$ cat config.mk
export PLATFORM = sky130hd
export DESIGN_NAME = button_debouncer
export DESIGN_NICKNAME = d
export VERILOG_FILES = /design/src/rtl/dg_pkg.sv /design/src/rtl/debounce_channel.sv /design/src/rtl/button_debouncer.sv
export SDC_FILE = /design/constraint.sdc
export NUM_CORES = 1
export LEC_CHECK = 0
export CORE_UTILIZATION = 39
export CTS_CLUSTER_SIZE = 16
export DETAILED_ROUTE_END_ITERATION = 10
export GPL_TIMING_DRIVEN = 1
export PLACE_DENSITY = 0.52
export SLEW_MARGIN = 20
export SYNTH_ARGS = -nofsm -noshare
export SYNTH_HDL_FRONTEND = slang
export SYNTH_HIERARCHICAL = 1
export SYNTH_SLANG_ARGS = --single-unit
$ cat constraint.sdc
create_clock -name Clock -period 5.45 [get_ports Clock]
set_clock_uncertainty 0.2 [all_clocks]
set_input_delay 0.8175 -clock Clock [delete_from_list [all_inputs] [get_ports Clock]]
set_output_delay 0.8175 -clock Clock [all_outputs]
set_load 0.005 [all_outputs]
$ cat src/rtl/dg_pkg.sv
// Shared display-board definitions used by the button front-end and the
// auto-repeat pulse generator.
package dg_pkg;

  localparam int unsigned CLOCK_PERIOD_NS = 20;

  // Buttons are active-low, so an idle pin and an idle output both read 1.
  localparam logic BUTTON_IDLE = 1'b1;

  localparam int unsigned BTN_UP     = 0;
  localparam int unsigned BTN_DOWN   = 1;
  localparam int unsigned BTN_SIGNED = 2;

  typedef enum logic {
    LEVEL_PRESSED  = 1'b0,
    LEVEL_RELEASED = 1'b1
  } button_level_t;

  // Whole clock cycles that fit in a time interval (truncating).
  function automatic int unsigned ns_to_cycles(input int unsigned ns,
                                               input int unsigned period_ns);
    return ns / period_ns;
  endfunction

endpackage

$ cat src/rtl/debounce_channel.sv
// One button: synchroniser chain, stability counter, debounced level and
// one-cycle press/release strobes.
module debounce_channel
  import dg_pkg::*;
#(
  parameter int unsigned MaxCount   = 5,
  parameter int unsigned SyncStages = 2
) (
  input  logic Clock,
  input  logic nReset,
  input  logic iPin,
  output logic oLevel,
  output logic oPressed,
  output logic oReleased
);

  localparam int unsigned CountWidth = $clog2(MaxCount + 1);
  localparam logic [CountWidth-1:0] CountLast = CountWidth'(MaxCount - 1);
  localparam logic [CountWidth-1:0] CountOne  = CountWidth'(1);

  logic [SyncStages-1:0] sync_reg;
  logic [CountWidth-1:0] count_reg;
  button_level_t         stable_reg;
  logic                  pressed_reg;
  logic                  released_reg;
  logic                  sync_bit;

  assign sync_bit = sync_reg[SyncStages-1];

  always_ff @(posedge Clock or negedge nReset) begin
    if (!nReset) begin
      sync_reg     <= {SyncStages{BUTTON_IDLE}};
      count_reg    <= '0;
      stable_reg   <= LEVEL_RELEASED;
      pressed_reg  <= 1'b0;
      released_reg <= 1'b0;
    end else begin
      sync_reg     <= {sync_reg[SyncStages-2:0], iPin};
      pressed_reg  <= 1'b0;
      released_reg <= 1'b0;
      if (sync_bit == stable_reg) begin
        // Any sample agreeing with the current level restarts the interval.
        count_reg <= '0;
      end else if (count_reg >= CountLast) begin
        stable_reg   <= button_level_t'(sync_bit);
        count_reg    <= '0;
        pressed_reg  <= ~sync_bit;
        released_reg <= sync_bit;
      end else begin
        count_reg <= count_reg + CountOne;
      end
    end
  end

  assign oLevel    = stable_reg;
  assign oPressed  = pressed_reg;
  assign oReleased = released_reg;

endmodule

$ cat src/rtl/button_debouncer.sv
// Debounced, synchronised front-end for the active-low board buttons
// (bit0 Up, bit1 Down, bit2 Signed) feeding the auto-repeat generator.
module button_debouncer
  import dg_pkg::*;
#(
  parameter int unsigned ClockPeriod_ns      = CLOCK_PERIOD_NS,
  parameter int unsigned DebounceInterval_ns = 10_000_000,
  parameter int unsigned Channels            = 3,
  parameter int unsigned SyncStages          = 2
) (
  input  logic                Clock,
  input  logic                nReset,
  input  logic [Channels-1:0] iButtons,
  output logic [Channels-1:0] oButtons,
  output logic [Channels-1:0] oPressed,
  output logic [Channels-1:0] oReleased,
  output logic                oAnyPressed
);

  localparam int unsigned MaxCount = ns_to_cycles(DebounceInterval_ns, ClockPeriod_ns);

  generate
    if (MaxCount < 2) begin : g_bad_interval
      $error("button_debouncer: debounce interval must span at least 2 clock cycles");
    end
    if (SyncStages < 2) begin : g_bad_sync
      $error("button_debouncer: at least 2 synchroniser stages are required");
    end
  endgenerate

  genvar gi;
  generate
    for (gi = 0; gi < Channels; gi++) begin : g_channel
      debounce_channel #(
        .MaxCount   (MaxCount),
        .SyncStages (SyncStages)
      ) u_channel (
        .Clock     (Clock),
        .nReset    (nReset),
        .iPin      (iButtons[gi]),
        .oLevel    (oButtons[gi]),
        .oPressed  (oPressed[gi]),
        .oReleased (oReleased[gi])
      );
    end
  endgenerate

  // Derived from registered levels, so it is glitch-free despite being combinational.
  assign oAnyPressed = |(~oButtons);

endmodule
==> flow_summary.ini, run 1 <==
[critical_path]
required_ns = 5.44
start_kind = flip-flop
reg2regPathDepth = 5
r2r_slack_ns = 2.67
worstPathArrival_ns = 2.77
cp_max_fo = 19
endpoint_kind = flip-flop
worstSetupPathType = reg -> reg

[yosys]
async_reset_ff_share_pct = 100
synth_edf_count = 0
synth_warnings = 6
synth_cells = 328
synth_seq_area_share_pct = 53.5
netlist_top_cells_count = nor2_1, dfrtp_1, xor2_1, nand3_1, xnor2_1
synth_seq_cells = 72
yosysMostFrequentCell = nor2_1
ys.flop_type = dfrtp_1
yosysTopAreaCell = dfrtp_1
avgSynthCellArea_um2 = 10.3
netlist-cell-type-count = 26
synthTopCellsByArea = dfrtp_1, nor2_1, dfstp_2
syn_nets = 336
netlist_area_mm2 = 0.00339
synth_top_area_share_pct = 46.5

[floorplanning]
core-area_mm2 = 0.00830
start_util_pct = 40.8
fp.dieH_um = 95.2
rows = 33
die-area_mm2 = 0.00906
die_x_um = 95.2
ios = 15

[placed_design]
gp_congestion = 0.738
io_buffer_count = 14
dp_hpwl_um = 3840
dpl_worst_slack_ns = 2.66

[route]
detail_route.wl_per_cell_um = 13.0
wirelength_um = 5920
postRouteAntennaNets = 0
vias_per_cell = 5.04
dr.pass1.iters = 4
drc = 0
via_count = 2303
first_iter_violations = 73

[finish]
fill_cells = 778
drive_gt1_share_pct = 8.81
antenna_cells = 0
largest_register_ffs = 57
nNetsFinal = 355
area_growth_pct = 10.3

[sta]
tightest_slew_ns = 0.894
hold_viol_final = 0
fin_crit_sh_pct = 51.0
finalSetupViolCount = 0
report.final.slew_viol_count = 0
max_slew_margin_pct = 40.4
tns_ns = 0
period_minus_slack_ns = 2.78
fin_ws_ns = 2.67
fmax_mhz = 360
rsz0062_at_grt = false

[clock_tree]
post_cts_resized = 0
postCtsSetupRepairBufs = 0
cts_buffer_depth = 2
cts.htree.levels = 3
cts_buffers = 9
numClockSinks = 72
cts_root_buf = clkbuf_8
hold_buffers = 0
clk_pin_slew_ns = 0.08
tritoncts = done
clkLatencyLatePin_ns = 0.34

[global_route]
grt_max_degree = 73
globalRouteOverflowTotal = 0
grt_first_pass_wirelength_um = 10200
grt_pass1_vias = 2152
track_usage_pct = 14.9
antenna_found_initial = 0

[power]
p_leak_uw = 0.00152
p_per_area_mw_per_mm2 = 255
vdd.ir_drop.worst_v = 0.0000996

[hold_path]
hold_depth = 0
hold_class = reg -> reg

[outcome]
status = complete, no violations

[run]
max-cap-violations = 0
-- metrics by stage --
| stage | utilization (%) | area [um^2] | power, uW | std cells | hold WS, ns |
|---|---|---|---|---|---|
| 6_report | 45.0 | 3740 | 952 | 457 | 0.158 |
| 5_1_grt | 45.0 | 3740 | 1010 | 457 | 0.163 |
| 4_1_cts | 45.0 | 3740 | 972 | 457 | 0.159 |
| 3_5_place_dp | 42.9 | 3560 | 592 | 441 | 0.148 |
| 3_3_place_gp | 42.9 | 3560 | 591 | 441 | 0.146 |
| 2_1_floorplan | - | 3390 | 581 | 328 | 0.145 |
-- critical path, stage by stage, from the launching register on --
cell     delay (ns)
dfrtp_1        0.43
or4_1          0.55
or4_1          0.52
a31oi_1        0.23
or3_1          0.59
nor2_1         0.12
-- cell families after synthesis --
group	Yosys count	share of synthesized area, %
flops	72	53.5
simple gates	175	25.1
compound gates	12	2.33
fa+ha+maj	3	1.11
buf+inv	12	3.44
mux	3	1.33
xor+xnor	51	13.2
-- placed cells by master, fill, tap and decap left out, types with 6 or more instances in the layout --
cell	netlist	routed
a31oi_1	6	6
clkbuf_8	0	10
clkdlybuf4s50_1	0	13
dfrtp_1	63	63
dfstp_2	9	9
inv_1	6	6
nand2_1	15	15
nand3_1	25	25
nand4_1	15	15
nor2_1	81	81
nor3_1	6	6
nor3b_1	6	6
or4_1	6	6
xnor2_1	24	24
xor2_1	27	27
-- power breakdown --
group | switching [uW] | leakage [uW] | internal [uW] | total (uW)
Clock | 196 | 0.0000930 | 177 | 372
Combinational | 21.1 | 0.000462 | 8.87 | 30.0
Sequential | 6.29 | 0.000967 | 544 | 550
Total | 223 | 0.00152 | 729 | 952
-- worst paths after layout --
kind,start,endpoint
max,g_channel[1].u_channel/count_reg[10],g_channel[1].u_channel/count_reg[9]
min,g_channel[0].u_channel/sync_reg[0],g_channel[0].u_channel/sync_reg[1]
max reg2reg,g_channel[1].u_channel/count_reg[10],g_channel[1].u_channel/count_reg[9]
min reg2reg,g_channel[0].u_channel/sync_reg[0],g_channel[0].u_channel/sync_reg[1]
max in group asynchronous,nReset,g_channel[2].u_channel/count_reg[8]
min in group asynchronous,nReset,g_channel[1].u_channel/count_reg[18]
-- per-layer routing --
metal  part of all wire [%]  global-route usage (%)  vias to the layer above
li1                       -                       -                     1163
met1                     53                    20.5                     1095
met2                     42                    21.7                       34
met3                    2.7                    3.35                       11
met4                    2.3                    8.33                        0
met5                      0                       0                        -
-- area by class of cell --
class	count	area, um^2	share of cell area (%)
Inverter	6	22.5	0.603
Sequential cell	72	1810	48.5
Tap cell	105	131	3.52
Timing Repair Buffer	14	138	3.68
Clock buffer	11	141	3.78
Clock inverter	5	32.5	0.871
Multi-Input combinational cell	244	1460	39.0
(Power assumes the default switching activity.)
==> inputs of run 2 (changes only) <==
==> constraint.sdc (replaced) <==
create_clock -name Clock -period 2.9 [get_ports Clock]
set_clock_uncertainty 0.2 [all_clocks]
set_input_delay 0.435 -clock Clock [delete_from_list [all_inputs] [get_ports Clock]]
set_output_delay 0.435 -clock Clock [all_outputs]
set_load 0.005 [all_outputs]
==> run 2 against run 1 <==
Compared with the run above: sequential share of layout area is 0.58 points lower; die area stayed put; register-to-register slack worse by 2.3 ns; critical path depth is 1 higher; critical endpoint is now g_channel[2].u_channel/count_reg[3].
==> flow_summary.ini, run 2 (synthesis results as in run 1) <==
[outcome]
status = complete, no violations

[clock_tree]
postCtsSetupRepairBufs = 0
clk_pin_slew_ns = 0.07
clkLatencyLatePin_ns = 0.34
numClockSinks = 72
tritoncts = done
hold_buffers = 0
cts_buffers = 9
cts.htree.levels = 3
cts_root_buf = clkbuf_8
cts_buffer_depth = 2
post_cts_resized = 0

[finish]
largest_register_ffs = 57
area_growth_pct = 11.6
final_cells = 461
antenna_cells = 0
final_cell_mix = nor2_1, dfrtp_1, xor2_1, nand3_1, xnor2_1
drive_gt1_share_pct = 9.83
final_core_util_pct = 45.6
nNetsFinal = 359
final_common_cell = nor2_1

[critical_path]
r2r-start = g_channel[2].u_channel/count_reg[9]
timing.rr.end = g_channel[2].u_channel/count_reg[3]
worstPathArrival_ns = 2.58
reg2regPathDepth = 6
worstSetupPathType = reg -> reg
r2r_slack_ns = 0.35
start_kind = flip-flop
required_ns = 2.93
endpoint_kind = flip-flop
crit_start = g_channel[2].u_channel/count_reg[9]
cp_max_fo = 7
crit_end = g_channel[2].u_channel/count_reg[3]

[floorplanning]
fp.dieH_um = 95.2
core-area_mm2 = 0.00830
die-area_mm2 = 0.00906
rows = 33
start_util_pct = 40.8
ios = 15
die_x_um = 95.2

[sta]
finalSetupViolCount = 0
tns_ns = 0
fmax_mhz = 393
max_slew_margin_pct = 40.4
rsz0062_at_grt = false
tightest_slew_ns = 0.895
report.final.slew_viol_count = 0
period_minus_slack_ns = 2.55
hold_viol_final = 0
fin_crit_sh_pct = 87.8

[route]
vias_per_cell = 5.07
via_count = 2338
dr.pass1.iters = 4
drc = 0
detail_route.wl_per_cell_um = 13.3
postRouteAntennaNets = 0
first_iter_violations = 88
wirelength_um = 6130

[global_route]
grt_pass1_vias = 2201
antenna_found_initial = 0
globalRouteOverflowTotal = 0
track_usage_pct = 15.3
grt_first_pass_wirelength_um = 10600
grt_max_degree = 73

[run]
max-cap-violations = 0

[hold_path]
hold_class = in -> async

[placed_design]
dp.cells = 445
io_buffer_count = 14
dp_hpwl_um = 3980
gp_congestion = 0.765

[power]
p_leak_uw = 0.00154
p_per_area_mw_per_mm2 = 493
vdd.ir_drop.worst_v = 0.000178
fin_total_pwr_uw = 1870
-- run 2: cell types whose count changed in the layout (fill, tap and decap cells not counted), sizes merged --
| cell | delta |
|---|---|
| clkinvlp | +1 |
| bufinv | +1 |
| clkbuf | -1 |
| buf | +4 |
| clkinv | -1 |
-- run 2: worst min-delay path by stage --
stage                                                   from                                    to
after CTS                                             nReset   g_channel[0].u_channel/count_reg[2]
after floorplan                                       nReset   g_channel[0].u_channel/count_reg[0]
after global routing                                  nReset   g_channel[1].u_channel/count_reg[8]
after global placement    g_channel[0].u_channel/sync_reg[0]    g_channel[0].u_channel/sync_reg[1]
final                                                 nReset  g_channel[1].u_channel/count_reg[18]
after detailed placement  g_channel[0].u_channel/sync_reg[0]    g_channel[0].u_channel/sync_reg[1]
-- run 2: per-stage QoR --
stage | hold slack, ns | instance area (um^2) | worst slack, ns
floorplan | -0.0606 | 3390 | 0.554
global placement | 0.146 | 3590 | 0.389
detailed placement | 0.147 | 3590 | 0.388
CTS | 0.0595 | 3780 | 0.378
global route | 0.0922 | 3780 | 0.243
finish | 0.00833 | 3780 | 0.354
-- run 2: final cells by class --
class | count | area, um^2
fill | 790 | 4520
clock buffer | 10 | 128
tap | 105 | 131
clock inverter | 6 | 61.3
sequential | 72 | 1810
timing repair buffer | 18 | 168
multi-input combinational | 244 | 1460
inverter | 6 | 22.5
-- run 2: worst max-delay path: stages (launching register included) --
cell	delay [ns]
dfrtp_1	0.44
or4_1	0.53
or4_1	0.52
a31oi_1	0.22
or3_1	0.28
buf_4	0.20
nor2_1	0.05
-- run 2: power breakdown --
group	internal, uW	leakage, uW	switching, uW
combinational	20.1	0.000482	40.3
sequential	1020	0.000967	12.1
clock	395	0.0000960	376
-- run 2: metal layers --
layer / vias up / wire (um) / track usage (%)
li1: 1164 / - / -
met1: 1141 / 3190 / 21.7
met2: 25 / 2660 / 21.5
met3: 8 / 170 / 3.35
met4: 0 / 104 / 8.33
met5: - / 0 / 0
==> variant 1 (settings of run 2) <==
Set the parameter `Channels` to 2 (it was 3).
--- a/src/rtl/button_debouncer.sv
+++ b/src/rtl/button_debouncer.sv
@@ -6,5 +6,5 @@
   parameter int unsigned ClockPeriod_ns      = CLOCK_PERIOD_NS,
   parameter int unsigned DebounceInterval_ns = 10_000_000,
-  parameter int unsigned Channels            = 3,
+  parameter int unsigned Channels            = 2,
   parameter int unsigned SyncStages          = 2
 ) (
Interface: changed (resized iButtons, oButtons, oPressed and oReleased); port bits go from 15 to 11. No check against the original RTL was run, so the function may have changed too.
==> variant 1 against run 2 <==
- setup slack improved by 0.023 ns
- cell area decreased by 33%
- largest cell class unchanged
- routed wire length decreased by 37%
- sequential cell count decreased by 24
- first-iteration DRC count decreased by 26%
- area after synthesis decreased by 33%
- total power decreased by 40%
==> variant 1: results <==
export IMPL_run_status="finished, final reports clean"
export IMPL_globalplace_congestion=0.715
export IMPL_synth_compound_area_frac=0.0233
export IMPL_wl_per_cell_um=12.4
export IMPL_placed_cells_incl_taps=301
export IMPL_r2r_start="g_channel[0].u_channel/count_reg[9]$_DFF_PN0_"
export IMPL_gr_usage_met1=0.197
export IMPL_filler_cell_count=558
export IMPL_critPathArrivalTime_ns=2.51
export IMPL_dr_total_vias=1521
export IMPL_pin_count_of_the_biggest_net_entering_global_routing=26
export IMPL_top_cells_by_instance_count_after_synthesis="54 x nor2_1, 42 x dfrtp_1, 18 x xor2_1"
export IMPL_stdcell_count=310
export IMPL_synthXorXnorAreaFrac=0.132
export IMPL_layout_drive_gt1_share=0.0882
export IMPL_ff_latch_area_mm2=0.00121
export IMPL_grt_first_pass_wirelength_um=6950
export IMPL_detailed_place_hpwl_um=2710
export IMPL_placement_cell_area_mm2=0.00242
export IMPL_dr_wl_met3_um=97
export IMPL_syn_nets=225
export IMPL_cp_max_fo=15
export IMPL_grt_use_met3=0.0314
export IMPL_detailed_route_iter0_violations=65
export IMPL_cellLeakagePower_nw=1.03
export IMPL_ctsHtreeMaxLevel=2
variant 1: cell families after synthesis:
kind of cell    after synthesis
mux                           2
xor+xnor                     34
fa+ha+maj                     2
buf+inv                       8
simple gates                117
flops                        48
compound gates                8
variant 1: worst paths after layout:
| path | end | slack [ns] | cells after the start |
|---|---|---|---|
| setup / recovery | g_channel[0].u_channel/count_reg[8]$_DFF_PN0_ | 0.38 | 6 |
| hold / removal | g_channel[0].u_channel/sync_reg[1]$_DFF_PN1_ | 0.16 | 0 |
| setup reg to reg | g_channel[0].u_channel/count_reg[8]$_DFF_PN0_ | 0.38 | 6 |
| hold reg to reg | g_channel[0].u_channel/sync_reg[1]$_DFF_PN1_ | 0.16 | 0 |
| max in group asynchronous | g_channel[0].u_channel/oLevel$_DFFE_PN1P_ | 1.38 | 3 |
| min in group asynchronous | g_channel[1].u_channel/count_reg[2]$_DFF_PN0_ | 0.45 | 2 |
variant 1: power by group through the flow:
stage               Combinational (mW)  Sequential [mW]  Clock, mW
finish                          0.0449            0.689      0.387
global route                    0.0532            0.691      0.426
CTS                             0.0479            0.689      0.405
detailed placement              0.0465            0.701          0
global placement                0.0456            0.702          0
floorplan                       0.0274            0.700          0
variant 1: critical path, delay by kind of cell, from the launching register on:
| family | cells | cell delay [ns] |
|---|---|---|
| AND/OR/NAND/NOR | 4 | 1.39 |
| flip-flops | 1 | 0.44 |
| AO/OA/AOI/OAI | 1 | 0.22 |
| buffers and inverters | 1 | 0.17 |
variant 1: layout make-up:
cell class / instances / area share
Inverter: 4 / 0.00597
Tap cell: 72 / 0.0358
Clock buffer: 7 / 0.0303
Clock inverter: 1 / 0.00199
Sequential cell: 48 / 0.481
Multi-Input combinational cell: 163 / 0.387
Timing Repair Buffer: 15 / 0.0587
==> variant 2 (config.mk and constraints of run 2) <==
Without the edit above. Add an input register stage for `iButtons`; this delays it by one clock.
--- a/src/rtl/button_debouncer.sv
+++ b/src/rtl/button_debouncer.sv
@@ -20,4 +20,10 @@
   localparam int unsigned MaxCount = ns_to_cycles(DebounceInterval_ns, ClockPeriod_ns);
 
+  logic [Channels-1:0] iButtons_q;
+
+  always_ff @(posedge Clock) begin
+      iButtons_q <= iButtons;
+  end
+
   generate
     if (MaxCount < 2) begin : g_bad_interval
@@ -38,5 +44,5 @@
         .Clock     (Clock),
         .nReset    (nReset),
-        .iPin      (iButtons[gi]),
+        .iPin      (iButtons_q[gi]),
         .oLevel    (oButtons[gi]),
         .oPressed  (oPressed[gi]),
Check against the original RTL: no difference found for any inputs over 10 cycles, from zero or initial values and one cycle with nReset low; that may be too few to reach the edited logic, so the function may still have changed.
==> variant 2 against run 2 <==
- largest cell class unchanged
- routed wire length shrank 2.7%
- sequential cell count is 3 higher
- total power grew 4.8%
- global-route usage decreased by 0.23 points
- final cell count grew 0.87%
- worst hold slack worse by 0.010 ns
- cell area up 2.2%
- largest power group unchanged
- synthesized cell count rose by 0.91%
- area after synthesis is 1.8% higher
- critical path type unchanged
- highest routed layer unchanged
- the flow now finishes with violations (negative hold slack)
- count of clock-buffer cells in the layout grew 2
- setup slack improved by 0.018 ns
==> variant 2: results <==
export IMPL_run_status="finished, violations left"
export IMPL_violations_in_the_final_reports="negative hold slack"
export IMPL_met2_wirelength_um=2690
export IMPL_layout_clock_cell_area_share=0.0531
export IMPL_vias_per_cell=4.99
export IMPL_power_total_mw=1.95
export IMPL_grt_use_met3=0.0545
export IMPL_wl_per_cell_um=12.8
export IMPL_buffer_area_frac=0.0453
export IMPL_power_switching_fraction=0.218
export IMPL_dr_wl_met3_um=216
export IMPL_syn_nets=339
export IMPL_wirelength_met1_um=2970
export IMPL_synthCells=331
export IMPL_timing_final_hold_violations=2
export IMPL_worst_hold_slack_ns=-0.00203
export IMPL_gr_usage_met1=0.204
export IMPL_synthesis_yosys_warnings=6
export IMPL_buffers_excl_clock=19
export IMPL_crit_family="simple AND/OR/NAND/NOR gates"
export IMPL_globalplace_congestion=0.740
export IMPL_cts_root_buf="clkbuf_8"
export IMPL_synth_async_reset_ratio=0.960
export IMPL_detailed_place_hpwl_um=3930
export IMPL_placed_cells_incl_taps=449
export IMPL_grt_first_pass_wirelength_um=10500
export IMPL_global_route_met2_usage=0.225
export IMPL_setup_reg_to_reg_worst_slack_ns=0.37
export IMPL_clock_buffer_count=12
export IMPL_detailed_route_iter0_violations=102
export IMPL_filler_cell_count=812
export IMPL_final_nets=363
export IMPL_timing_slew_headroom=0.402
export IMPL_proportion_of_synthesized_chip_area_in_sequential_cells=0.543
export IMPL_ir_worst_vdd_mv=0.217
export IMPL_p_clk_mw=0.816
export IMPL_power_combinational_mw=0.0618
export IMPL_synth_seq_cells=75
export IMPL_ff_latch_area_mm2=0.00187
export IMPL_cellLeakagePower_nw=1.58
export IMPL_dr_total_vias=2322
export IMPL_critPathSlowestCell="or4_1"
export IMPL_grt_total_usage=0.151
export IMPL_number_of_unique_standard_cell_types_used_by_synthesis=27
export IMPL_post_synth_main_area_contributors="dfrtp_1 46%, nor2_1 8.8%, dfstp_2 6.9%, xor2_1 6.9%, xnor2_1 6.1%"
export IMPL_critPathMaxStageDelay_ns=0.53
export IMPL_cp_endpoint="g_channel[2].u_channel/count_reg[4]$_DFF_PN0_"
export IMPL_worstPathRequired_ns=2.93
export IMPL_layout_drive_gt1_share=0.100
[variant 2: cell types whose count changed after synthesis, sizes merged]
cell	change
dfxtp	+3
[variant 2: logic make-up (layout without fill, tap and decap cells)]
kind of cell / Yosys count / count (layout) / synth area share
AO/OA/AOI/OAI: 12 / 12 / 0.0229
XOR/XNOR: 51 / 51 / 0.130
adder cells (fa/ha/maj): 3 / 3 / 0.0109
buffers and inverters: 12 / 41 / 0.0338
flip-flops: 75 / 75 / 0.543
multiplexers: 3 / 3 / 0.0131
AND/OR/NAND/NOR: 175 / 175 / 0.246
[variant 2: stage by stage]
| step | instance area [µm²] | hold slack [ns] | setup slack [ns] |
|---|---|---|---|
| after floorplan | 3450 | -0.0606 | 0.554 |
| after global placement | 3660 | 0.0859 | 0.419 |
| after detailed placement | 3660 | 0.0869 | 0.382 |
| after CTS | 3860 | 0.0533 | 0.359 |
| after global routing | 3860 | 0.0906 | 0.203 |
| final | 3860 | -0.00203 | 0.372 |
